===== src/rtl/cpu_run_pkg.sv =====
// cpu_run_pkg: shared state encoding and limits for the CPU run controller.
package cpu_run_pkg;

  // Largest number of cores one controller instance may sequence.
  localparam int unsigned RUN_CTRL_MAX_CORES = 8;

  // Run controller sequencing states.
  typedef enum logic [2:0] {
    ST_IDLE    = 3'd0,
    ST_HOLD    = 3'd1,
    ST_RUN     = 3'd2,
    ST_DONE    = 3'd3,
    ST_TIMEOUT = 3'd4
  } run_state_e;

  // States in which a start request begins a fresh run.
  function automatic logic accepts_start(input run_state_e st);
    return (st == ST_IDLE) || (st == ST_DONE) || (st == ST_TIMEOUT);
  endfunction

endpackage


===== src/rtl/sat_counter.sv =====
// sat_counter: up-counter with synchronous clear that sticks at its
// all-ones value instead of wrapping.
module sat_counter #(
  parameter int unsigned WIDTH = 32
) (
  input  logic             clk_i,
  input  logic             rst_ni,
  input  logic             clr_i,
  input  logic             en_i,
  output logic [WIDTH-1:0] cnt_o
);

  localparam logic [WIDTH-1:0] CNT_MAX = {WIDTH{1'b1}};
  localparam logic [WIDTH-1:0] CNT_ONE = WIDTH'(1);

  logic [WIDTH-1:0] cnt_q;
  logic [WIDTH-1:0] cnt_d;

  // Next count: clear wins, otherwise step unless already saturated.
  always_comb begin
    cnt_d = cnt_q;
    if (clr_i) begin
      cnt_d = '0;
    end else if (en_i && (cnt_q != CNT_MAX)) begin
      cnt_d = cnt_q + CNT_ONE;
    end else begin
      cnt_d = cnt_q;
    end
  end

  // Count register.
  always_ff @(posedge clk_i or negedge rst_ni) begin
    if (!rst_ni) begin
      cnt_q <= '0;
    end else begin
      cnt_q <= cnt_d;
    end
  end

  assign cnt_o = cnt_q;

endmodule


===== src/rtl/cpu_run_ctrl.sv =====
// cpu_run_ctrl: sequences a group of CPU cores through reset hold, run and
// completion, tracking run cycles and per-core halts.
// Optional watchdog: define RUN_CTRL_WATCHDOG_EN to abort a run into TIMEOUT
// after MAX_CYCLES run cycles; without it timeout stays 0.
module cpu_run_ctrl
  import cpu_run_pkg::*;
#(
  parameter int unsigned N_CORES    = 1,
  parameter int unsigned RST_CYCLES = 1,
  parameter int unsigned CNT_W      = 32,
  parameter int unsigned MAX_CYCLES = 10000
) (
  input  logic               clk,
  input  logic               reset,
  input  logic               start,
  input  logic [N_CORES-1:0] halt_req,
  output logic [N_CORES-1:0] core_reset,
  output logic               running,
  output logic               done,
  output logic               timeout,
  output logic [CNT_W-1:0]   cycle_cnt,
  output logic [N_CORES-1:0] halted
);

`ifdef RUN_CTRL_WATCHDOG_EN
  localparam logic WD_EN = 1'b1;
`else
  localparam logic WD_EN = 1'b0;
`endif

  // Hold counter counts down to zero, so HOLD lasts exactly RST_CYCLES cycles.
  localparam logic [7:0]       HOLD_INIT = 8'(RST_CYCLES - 1);
  localparam logic [CNT_W-1:0] WD_LIMIT  = CNT_W'(MAX_CYCLES - 1);

  run_state_e         state_q, state_d;
  logic [7:0]         hold_q, hold_d;
  logic [N_CORES-1:0] halted_q, halted_d;
  logic [N_CORES-1:0] core_reset_q, core_reset_d;
  logic               running_q, running_d;
  logic               done_q, done_d;
  logic               timeout_q, timeout_d;
  logic               ready_q;
  logic               start_ok;
  logic               wd_hit;
  logic               cnt_clr;
  logic               cnt_en;

  // ready_q is low on the first edge after reset release so a start there is dropped.
  assign start_ok = start & ready_q;
  assign wd_hit   = WD_EN & (cycle_cnt == WD_LIMIT);

  // Next-state, hold countdown, halt capture and cycle counter control.
  always_comb begin
    state_d  = state_q;
    hold_d   = hold_q;
    halted_d = halted_q;
    cnt_clr  = 1'b0;
    cnt_en   = 1'b0;
    case (state_q)
      ST_IDLE, ST_DONE, ST_TIMEOUT: begin
        if (start_ok && accepts_start(state_q)) begin
          state_d  = ST_HOLD;
          hold_d   = HOLD_INIT;
          halted_d = '0;
          cnt_clr  = 1'b1;
        end else begin
          state_d = state_q;
        end
      end
      ST_HOLD: begin
        if (hold_q == 8'd0) begin
          state_d = ST_RUN;
        end else begin
          hold_d = hold_q - 8'd1;
        end
      end
      ST_RUN: begin
        // The halt arriving this cycle counts toward completion, and DONE beats the watchdog.
        halted_d = halted_q | halt_req;
        if (&halted_d) begin
          state_d = ST_DONE;
        end else if (wd_hit) begin
          state_d = ST_TIMEOUT;
        end else begin
          state_d = ST_RUN;
          cnt_en  = 1'b1;
        end
      end
      default: begin
        state_d  = ST_IDLE;
        halted_d = '0;
        cnt_clr  = 1'b1;
      end
    endcase
  end

  // Output values for the coming cycle, decoded from the next state.
  always_comb begin
    core_reset_d = '1;
    running_d    = 1'b0;
    done_d       = 1'b0;
    timeout_d    = 1'b0;
    case (state_d)
      ST_RUN: begin
        // A core that has halted goes straight back into reset.
        core_reset_d = halted_d;
        running_d    = 1'b1;
      end
      ST_DONE: begin
        done_d = 1'b1;
      end
      ST_TIMEOUT: begin
        timeout_d = WD_EN;
      end
      default: begin
        core_reset_d = '1;
      end
    endcase
  end

  // State, hold counter, halt flags and registered outputs.
  always_ff @(posedge clk or negedge reset) begin
    if (!reset) begin
      state_q      <= ST_IDLE;
      hold_q       <= 8'd0;
      halted_q     <= '0;
      core_reset_q <= '1;
      running_q    <= 1'b0;
      done_q       <= 1'b0;
      timeout_q    <= 1'b0;
      ready_q      <= 1'b0;
    end else begin
      state_q      <= state_d;
      hold_q       <= hold_d;
      halted_q     <= halted_d;
      core_reset_q <= core_reset_d;
      running_q    <= running_d;
      done_q       <= done_d;
      timeout_q    <= timeout_d;
      ready_q      <= 1'b1;
    end
  end

  sat_counter #(
    .WIDTH (CNT_W)
  ) u_cycle_cnt (
    .clk_i  (clk),
    .rst_ni (reset),
    .clr_i  (cnt_clr),
    .en_i   (cnt_en),
    .cnt_o  (cycle_cnt)
  );

  assign core_reset = core_reset_q;
  assign running    = running_q;
  assign done       = done_q;
  assign timeout    = timeout_q;
  assign halted     = halted_q;

endmodule


===== config.mk =====
export PLATFORM = sky130hd
export DESIGN_NAME = cpu_run_ctrl
export DESIGN_NICKNAME = d
export VERILOG_FILES = /design/src/rtl/cpu_run_pkg.sv /design/src/rtl/sat_counter.sv /design/src/rtl/cpu_run_ctrl.sv
export SDC_FILE = /design/constraint.sdc
export NUM_CORES = 1
export LEC_CHECK = 0
export BUFFER_PORTS_ARGS = -buffer_cell sky130_fd_sc_hd__buf_2
export CORE_UTILIZATION = 56
export CTS_CLUSTER_SIZE = 10
export DETAILED_ROUTE_END_ITERATION = 6
export GPL_TIMING_DRIVEN = 1
export PLACE_DENSITY = 0.89
export SLEW_MARGIN = 20
export SYNTH_ARGS = -nofsm -noshare
export SYNTH_HDL_FRONTEND = slang
export SYNTH_SLANG_ARGS = --single-unit

===== constraint.sdc =====
create_clock -name clk -period 2.75 [get_ports clk]
set_input_delay 0 -clock clk [delete_from_list [all_inputs] [get_ports clk]]
set_output_delay 0 -clock clk [all_outputs]
set_load 0.02 [all_outputs]

==> impl_results.md, run 1 <==
- Hold/Removal Path Class: input port to register
- Cts hold-fix bufs: 1
- Leak Pwr: 0.00134 uW
- Core Box Area: 4380 sq um
- CTS buffer count: 5
- Commonest non-fill, non-tap cell in the layout: dfrtp_1
- Yosys top cell area share: 45.8%
- Post-synth EDFFs: 0
- Mapped Cells: 279
- Non-Filler Instances: 371
- Seq cells post-synth: 48
- Clock power frac: 28.1%
- Critical path cell sequence: or4b_4 -> and4b_1 -> nand2_2 -> or4_1 -> a21oi_1
- Drt wl/cell: 14.4 um
- Pint: 1340 uW
- Fraction of power spent switching nets: 32.0%
- Slew Viols, Final: 0
- Startpoint types: register
- Layout Skew: 0.0104 ns
- Pre-antenna DRT Iters: 4
- Die X: 69.7 um
- Via density per instance: 6.21
- Htree depth: 2
- Via count: 2,304
- First-pass GRT wire length: 9030 um
- Largest stage delay, worst path: 0.61 ns
- Max Fanout on Critical Path: 14
- Status: complete, no violations
- Final setup violating endpoints: 0
- Syn Std Cell Area: 2570 sq um
- Final hold viol count: 0
- R2R setup slack: 0.27 ns
- Slowest stage cell, crit path: or4b_4
- Grt total ovfl: 0
- Critical path class: register to register
- Largest net degree at the start of global routing: 49
- Sw power: 629 uW
- Drt total wl: 5350 um
- P&R area growth vs syn: 14.4%
- Area leader, netlist: dfrtp_1
- Mapped Nets: 285
- Worst skew pair latency: 0.31 ns
- Hold Crit Depth: 4
- Antenna violations before repair: 0
- Post-route antenna net violation count: 0
- Worst EP required: 2.98 ns
- Hold Crit Start: start
- Synth warnings: 0
- Post-synthesis cell type count: 49
- HPWL Detailed: 3760 um
- Comb pwr share: 25.2%
- Gr usage total: 22.9%
- P per Cell Area: 669 nW/um^2
- DRC viols: 0
- Max Freq: 404 MHz
- Final TNS setup: 0 ns
- CTS tree: done
- RePlAce Congestion: 0.809
- Die Y: 69.7 um
- Crit. Startpoint: state_q[0]
- R2R cell count: 5
- Total clock sinks: 48
- # Max-Cap Violations: 0
- Worst slew pin tran: 0.905 ns
- Row Count: 24
- Die footprint: 4860 sq um
- Layout cells sized above 1: 19.1%
- Clock Path Buffers: 2
- Slew headroom: 38.7%
- Sequential fraction of the synthesis area: 46.8%
- PostCTS Resize Cnt: 0
- Setup Fix Bufs, Post-CTS: 0
- Placed cells: 362
- CTS root buffer: clkbuf_8
- Mapped Avg Cell Area: 9.21 sq um
- Buffers and inverters on the worst path: 0
- Critical path's top delay family: simple AND/OR/NAND/NOR gates
- Final period util: 90.0%
- Port Buf Inserts: 39
- Reg-to-reg startpoint: state_q[0]
- Primary FF master, synth: dfrtp_1
- Commonest non-fill, non-tap cells in the layout: dfrtp_1, buf_2, a21oi_1
- Critical path depth: 5
- Fill cells: 347
- Final min period: 2.48 ns
- CP Capture Type: register
- Sequential share of power: 46.7%
- Unrepaired setup endpoints after global routing: false
- # diodes: 0
- Synth top area cells: dfrtp_1, a21oi_1, o21ai_0
- WP data arrival: 2.71 ns
- Vias in the first global route: 2,092
- Detailed Route Iter0 Violations: 193
- Synth async-reset ratio: 100%
- Final Net Count: 324
- Initial Util: 58.6%
- I/O pin count: 41
- IR drop worst, VDD: 518 uV
- Clock transition at the registers of the reported paths: 0.09 ns
[path summary, 6_finish.rpt]
path | endpoint
worst max-delay path | u_cycle_cnt.cnt_o[27]
worst min register to register | hold_q[1]
min in group asynchronous | u_cycle_cnt.cnt_o[14]
max in group asynchronous | hold_q[5]
worst min-delay path | state_q[1]
worst max register to register | u_cycle_cnt.cnt_o[27]
[through the flow]
stage / area [sq um] / util [%] / power, uW / worst slack, ns / hold WS [ns]
finish: 2940 / 67.0 / 1970 / 0.275 / 0.0772
global route: 2940 / 67.0 / 2080 / 0.160 / 0.106
CTS: 2940 / 67.0 / 1980 / 0.287 / 0.0689
detailed placement: 2800 / 63.9 / 1420 / 0.331 / 0.245
global placement: 2800 / 63.9 / 1390 / 0.419 / 0.239
floorplan: 2570 / - / 1300 / 0.572 / -0.296
[Yosys cell counts, types with 2 or more instances]
cell and instances:
xor2_1 7, ha_1 2, o31ai_1 9, nor2_1 17, conb_1 2, or4_1 9, buf_4 3, and3_1 7
or3_1 16, and4_1 4, nand3_1 14, nand2_1 23, clkbuf_1 9, o21ai_0 21, nand4_1 11, nor2b_1 2
dfrtp_1 47, o211ai_1 2, a21oi_1 28, inv_1 6, nor3_1 5, o21a_1 3, and2_1 5, o211a_1 2
[power groups by stage]
stage	clock network, uW	registers [uW]	logic (uW)
after floorplan	0	914	385
after global placement	0	917	477
after detailed placement	0	926	496
after CTS	564	914	498
after global routing	586	931	559
final	552	917	496
[tightest hold or removal path, stage by stage]
cell	delay, ns
buf_2	0.09
nand3_1	0.09
nand2_1	0.08
a21oi_1	0.07
[flip-flops by register name (all words and copies together) (netlist names)]
register and cells:
u_cycle_cnt.cnt_o 32, hold_q 8, state_q 3, core_reset 1, done 1, halted 1, ready_q 1, running 1
[cells by family (layout without fill, tap and decap cells)]
kind of cell               after synthesis  after routing  synth area share [%]
adders and majority gates                2              2                 0.974
DFF                                     48             48                  46.8
and+or+nand+nor                        126            126                  28.0
muxes                                    2              2                 0.828
other                                    2              2                 0.292
AOI/OAI and AO/OA                       73             73                  17.2
xor gates and xnor gates                 7              7                  2.39
buffers and inverters                   19             59                  3.51
[layer usage]
| metal | part of all wire, % | global-route usage (%) |
|---|---|---|
| met1 | 44 | 28.2 |
| met5 | 0 | 0 |
| met3 | 4.5 | 4.22 |
| met4 | 1.4 | 10.0 |
| met2 | 50 | 39.4 |
[layout make-up]
type	instances	area [sq um]	share of cell area, %
sequential	48	1200	40.9
inverter	6	22.5	0.766
tap	52	65.1	2.21
multi-input combinational	212	1280	43.5
clock inverter	1	30.0	1.02
clock buffer	7	96.3	3.28
timing repair buffer	45	245	8.34
(Power assumes the default switching activity.)
==> run 2: changes to the inputs <==
--- a/config.mk
+++ b/config.mk
@@ -9,7 +9,7 @@
 export CORE_UTILIZATION = 56
 export CTS_CLUSTER_SIZE = 10
 export DETAILED_ROUTE_END_ITERATION = 6
-export GPL_TIMING_DRIVEN = 1
+export GPL_TIMING_DRIVEN = 0
 export PLACE_DENSITY = 0.89
 export SLEW_MARGIN = 20
 export SYNTH_ARGS = -nofsm -noshare
==> impl_results.md, run 2 (same netlist as run 1, synthesis figures left out) <==
- Status: complete, no violations
- Port Buf Inserts: 39 (unchanged)
- Max Freq: 393 MHz (-2.7%)
- Slew Viols, Final: 0 (unchanged)
- Gr usage total: 23.5% (+0.61 points)
- Startpoint types: register
- Number of flip-flops in the largest register: 32 (unchanged)
- PostCTS Resize Cnt: 0 (unchanged)
- Core Box Area: 4380 sq um (unchanged)
- Worst slew pin tran: 0.985 ns (+0.0804 ns)
- Die footprint: 4860 sq um (unchanged)
- Largest net degree at the start of global routing: 49 (unchanged)
- Reg-to-reg startpoint: u_cycle_cnt.cnt_o[2]
- Fraction of power spent switching nets: 33.6% (+1.6 points)
- Leak Pwr: 0.00133 uW (-0.80%)
- Clock transition at the registers of the reported paths: 0.09 ns (about the same)
- Final min period: 2.54 ns (+0.0681 ns)
- Crit. Startpoint: u_cycle_cnt.cnt_o[2]
- Hold Crit Start: start
- Detailed Route Iter0 Violations: 252 (+31%)
- Final TNS setup: 0 ns (unchanged)
- Antenna violations before repair: 0 (unchanged)
- Via density per instance: 6.11 (-1.6%)
- Total clock sinks: 48 (unchanged)
- I/O pin count: 41 (unchanged)
- Final setup violating endpoints: 0 (unchanged)
- Drt wl/cell: 14.3 um (-0.63%)
- Sequential share of power: 48.1% (+1.4 points)
- Final Net Count: 332 (+2.5%)
- Pint: 1230 uW (-8.0%)
- Die X: 69.7 um (unchanged)
- Commonest non-fill, non-tap cells in the layout: dfrtp_1, buf_2, a21oi_1
- Pre-antenna DRT Iters: 4 (unchanged)
- Clock power frac: 23.3% (-4.8 points)
- Vias in the first global route: 2,120 (+1.3%)
- Final period util: 92.5% (+2.5 points)
- Final Util: 66.9% (-0.14 points)
- Slew headroom: 34.3% (-4.4 points)
- Worst skew pair latency: 0.31 ns (about the same)
- P&R area growth vs syn: 14.1%
- Drt total wl: 5430 um (+1.5%)
- IR drop worst, VDD: 495 uV (-4.4%)
- CTS tree: done
- Initial Util: 58.6% (unchanged)
- Htree depth: 2 (unchanged)
- Comb pwr share: 28.5% (+3.3 points)
- Layout cells sized above 1: 17.7% (-1.4 points)
- # diodes: 0 (unchanged)
- WP data arrival: 2.77 ns (+0.06 ns)
- Commonest non-fill, non-tap cell in the layout: dfrtp_1
- Setup Fix Bufs, Post-CTS: 0 (unchanged)
- Final hold viol count: 0 (unchanged)
- # Max-Cap Violations: 0 (unchanged)
- Hold/Removal Path Class: input port to register
- HPWL Detailed: 3810 um (+1.2%)
- Unrepaired setup endpoints after global routing: false
- Worst EP required: 2.97 ns (about the same)
- Sw power: 622 uW (-1.1%)
- CTS buffer count: 5 (unchanged)
- CTS root buffer: clkbuf_8
- R2R setup slack: 0.21 ns (-0.07 ns)
- Critical path class: register to register
- Layout Skew: 0.0117 ns (+0.00132 ns)
- Max Fanout on Critical Path: 10 (-4)
- RePlAce Congestion: 0.885 (+9.3%)
- DRC viols: 0 (unchanged)
- P per Cell Area: 631 nW/um^2 (-5.6%)
- CP Capture Type: register
- First-pass GRT wire length: 9200 um (+1.8%)
- Clock Path Buffers: 2 (unchanged)
- Via count: 2,315 (+0.48%)
- Grt total ovfl: 0 (unchanged)
- Die Y: 69.7 um (unchanged)
- Row Count: 24 (unchanged)
- Post-route antenna net violation count: 0 (unchanged)
==> run 2: cell types whose count changed in the layout (fill, tap and decap cells not counted), sizes merged <==
cell,delta
bufinv,-1
buf,-1
clkbuf,+10
==> run 2: power by group through the flow <==
stage | Combinational, uW | Sequential [uW] | Clock [uW]
after floorplan | 385 | 914 | 0
after global placement | 513 | 898 | 0
after detailed placement | 529 | 900 | 0
after CTS | 530 | 890 | 442
after global routing | 594 | 904 | 469
final | 528 | 891 | 432
==> run 2: stage by stage <==
stage                     cell area, sq um  hold slack [ns]  setup WS, ns  total power (uW)  instances
final                                 2930           0.0748         0.207              1850        379
after global placement                2830            0.233         0.450              1410        370
after CTS                             2930           0.0629         0.277              1860        379
after global routing                  2930           0.0923        0.0241              1970        379
after floorplan                       2570           -0.296         0.572              1300        279
after detailed placement              2830            0.243         0.337              1430        370
==> run 2: timing repair <==
item                       in CTS  in global routing
setup endpoints to repair       0                  0
hold buffers                    1                  0
hold endpoints to repair       47                  0
==> run 2: area by class of cell <==
class                   count  area (sq um)
plain buffers              13          67.6
clock buffers               8          90.1
fillers                   350          1450
inverters                   6          22.5
multi-input cells         212          1280
flip-flops and latches     48          1200
well taps                  52          65.1
repair buffers             40           208
==> run 2: per-layer routing <==
metal	vias up	wire [um]	global-route usage, %
li1	1133	-	-
met1	1091	2420	29.9
met2	77	2650	38.4
met3	14	246	3.63
met4	0	117	13.1
met5	-	0	0
==> run 2: critical path, stage by stage (launching register included) <==
cell,delay (ns)
dfrtp_1,0.44
and3_1,0.19
clkbuf_1,0.22
nand3_1,0.21
nor4_2,0.69
clkbuf_1,0.37
o21ai_0,0.15
a21oi_1,0.18
==> run 2: path summary, 6_finish.rpt <==
path | to | depth (start not counted)
worst max-delay path | u_cycle_cnt.cnt_o[9] | 7
max in group asynchronous | halted | 2
worst min register to register | hold_q[1] | 1
worst min-delay path | state_q[1] | 4
min in group asynchronous | u_cycle_cnt.cnt_o[16] | 2
worst max register to register | u_cycle_cnt.cnt_o[9] | 7
==> run 3: changes to the inputs <==
--- a/config.mk
+++ b/config.mk
@@ -6,11 +6,13 @@
 export NUM_CORES = 1
 export LEC_CHECK = 0
 export BUFFER_PORTS_ARGS = -buffer_cell sky130_fd_sc_hd__buf_2
+export CORE_ASPECT_RATIO = 0.9
 export CORE_UTILIZATION = 56
 export CTS_CLUSTER_SIZE = 10
 export DETAILED_ROUTE_END_ITERATION = 6
 export GPL_TIMING_DRIVEN = 0
 export PLACE_DENSITY = 0.89
+export REMOVE_ABC_BUFFERS = 1
 export SLEW_MARGIN = 20
 export SYNTH_ARGS = -nofsm -noshare
 export SYNTH_HDL_FRONTEND = slang
==> impl_results.md, run 3 (same netlist as run 1, synthesis figures left out) <==
- Status: complete, no violations
- P per Cell Area: 624 nW/um^2 (-1.1%)
- Initial Util: 60.6% (+2.0 points)
- Setup Fix Bufs, Post-CTS: 0 (unchanged)
- Startpoint types: register
- Final Net Count: 319 (-3.9%)
- Via count: 2,272 (-1.9%)
- Critical path cell sequence: or4b_4 -> and4b_1 -> nand2_2 -> or4_1 -> a21oi_1
- Max Freq: 402 MHz (+2.3%)
- Drt total wl: 5240 um (-3.6%)
- Final hold viol count: 0 (unchanged)
- Worst skew pair latency: 0.31 ns (about the same)
- Die X: 73.4 um (+5.3%)
- Total clock sinks: 48 (unchanged)
- Layout Skew: 0.0146 ns (+0.00292 ns)
- Clock transition at the registers of the reported paths: 0.08 ns (about the same)
- Pre-antenna DRT Iters: 4 (unchanged)
- Number of flip-flops in the largest register: 32 (unchanged)
- HPWL Detailed: 3690 um (-3.2%)
- Core Box Area: 4240 sq um (-3.3%)
- Port Buf Inserts: 39 (unchanged)
- Final setup violating endpoints: 0 (unchanged)
- Grt total ovfl: 0 (unchanged)
- R2R cell count: 5 (-2)
- Hold Crit Start: halt_req
- Reg-to-reg startpoint: state_q[0]
- I/O pin count: 41 (unchanged)
- Post-route antenna net violation count: 0 (unchanged)
- P&R area growth vs syn: 12.0%
- CP Capture Type: register
- Via density per instance: 6.07 (-0.55%)
- Final Cell Area: 2880 sq um (-1.8%)
- Final TNS setup: 0 ns (unchanged)
- CTS tree: done
- Largest stage delay, worst path: 0.61 ns (-0.08 ns)
- Worst EP required: 2.97 ns (about the same)
- Power Total: 1800 uW (-2.9%)
- DRC viols: 0 (unchanged)
- Final Util: 67.9% (+1.0 points)
- Hold/Removal Path Class: input port to register
- Crit. Startpoint: state_q[0]
- Slew headroom: 30.5% (-3.8 points)
- Hold Crit Depth: 3 (-1)
- CTS buffer count: 5 (unchanged)
- Slowest stage cell, crit path: or4b_4
- Max Fanout on Critical Path: 14 (+4)
- Detailed Route Iter0 Violations: 156 (-38%)
- # Max-Cap Violations: 0 (unchanged)
- RePlAce Congestion: 0.814 (-8.0%)
- Clock Path Buffers: 2 (unchanged)
- Unrepaired setup endpoints after global routing: false
- Commonest non-fill, non-tap cells in the layout: dfrtp_1, buf_2, a21oi_1
- # diodes: 0 (unchanged)
- Final period util: 90.5% (-2.0 points)
- CTS root buffer: clkbuf_8
- Antenna violations before repair: 0 (unchanged)
- Slew Viols, Final: 0 (unchanged)
- Gr usage total: 24.1% (+0.55 points)
- Commonest non-fill, non-tap cell in the layout: dfrtp_1
- Final min period: 2.49 ns (-0.0561 ns)
- Largest net degree at the start of global routing: 49 (unchanged)
- Die footprint: 4860 sq um (about the same)
- Layout cells sized above 1: 17.2% (-0.54 points)
- Critical path class: register to register
- Drt wl/cell: 14.0 um (-2.3%)
- Row Count: 22 (-8.3%)
- Post-DP Area: 2780 sq um (-1.9%)
- WP data arrival: 2.71 ns (-0.06 ns)
- Htree depth: 2 (unchanged)
- Leak Pwr: 0.00131 uW (-1.7%)
- IR drop worst, VDD: 554 uV (+12%)
- Vias in the first global route: 2,037 (-3.9%)
- Die Y: 66.3 um (-5.0%)
- First-pass GRT wire length: 9000 um (-2.1%)
- Worst slew pin tran: 1.04 ns (+0.0567 ns)
[run 3: worst paths after layout]
kind,to,slack [ns]
max,u_cycle_cnt.cnt_o[23],0.26
min,running,0.09
max reg2reg,u_cycle_cnt.cnt_o[23],0.26
min reg2reg,hold_q[1],0.55
max in group asynchronous,running,2.09
min in group asynchronous,u_cycle_cnt.cnt_o[8],0.24
[run 3: power breakdown]
group          internal [uW]  switching, uW  leakage, uW
clock network            181            219    0.0000395
logic                    200            276     0.000622
registers                806            116     0.000644
total                   1190            611      0.00131
[run 3: worst max-delay path: cells and delay by family (launching register included)]
kind            cells  cell delay (ns)
simple gates        4             1.78
flops               1             0.49
compound gates      1             0.15
[run 3: cell type report]
type,instances,area (sq um)
repair buffers,40,208
multi-input cells,212,1290
clock buffers,8,80.1
fillers,368,1360
flip-flops and latches,48,1200
inverters,6,22.5
well taps,60,75.1
[run 3: per-stage QoR]
| step | instances | hold WS [ns] | setup slack (ns) |
|---|---|---|---|
| 6_report | 374 | 0.0940 | 0.263 |
| 5_1_grt | 374 | 0.0942 | 0.134 |
| 4_1_cts | 374 | 0.0795 | 0.249 |
| 3_5_place_dp | 365 | 0.251 | 0.257 |
| 3_3_place_gp | 365 | 0.243 | 0.314 |
| 2_1_floorplan | 266 | -0.296 | 0.530 |
[run 3: what timing repair did]
action,CTS,global route
endpoints found under the hold margin,47,0
hold buffers,1,0
gates resized for setup,0,0
[run 3: metal layers]
metal,routed length [um],part of all wire [%],global-route usage (%),vias up
li1,-,-,-,1106
met1,2340,45,28.8,1102
met2,2580,49,42.7,56
met3,260,5.0,6.10,8
met4,60,1.1,6.73,0
met5,0,0,0,-
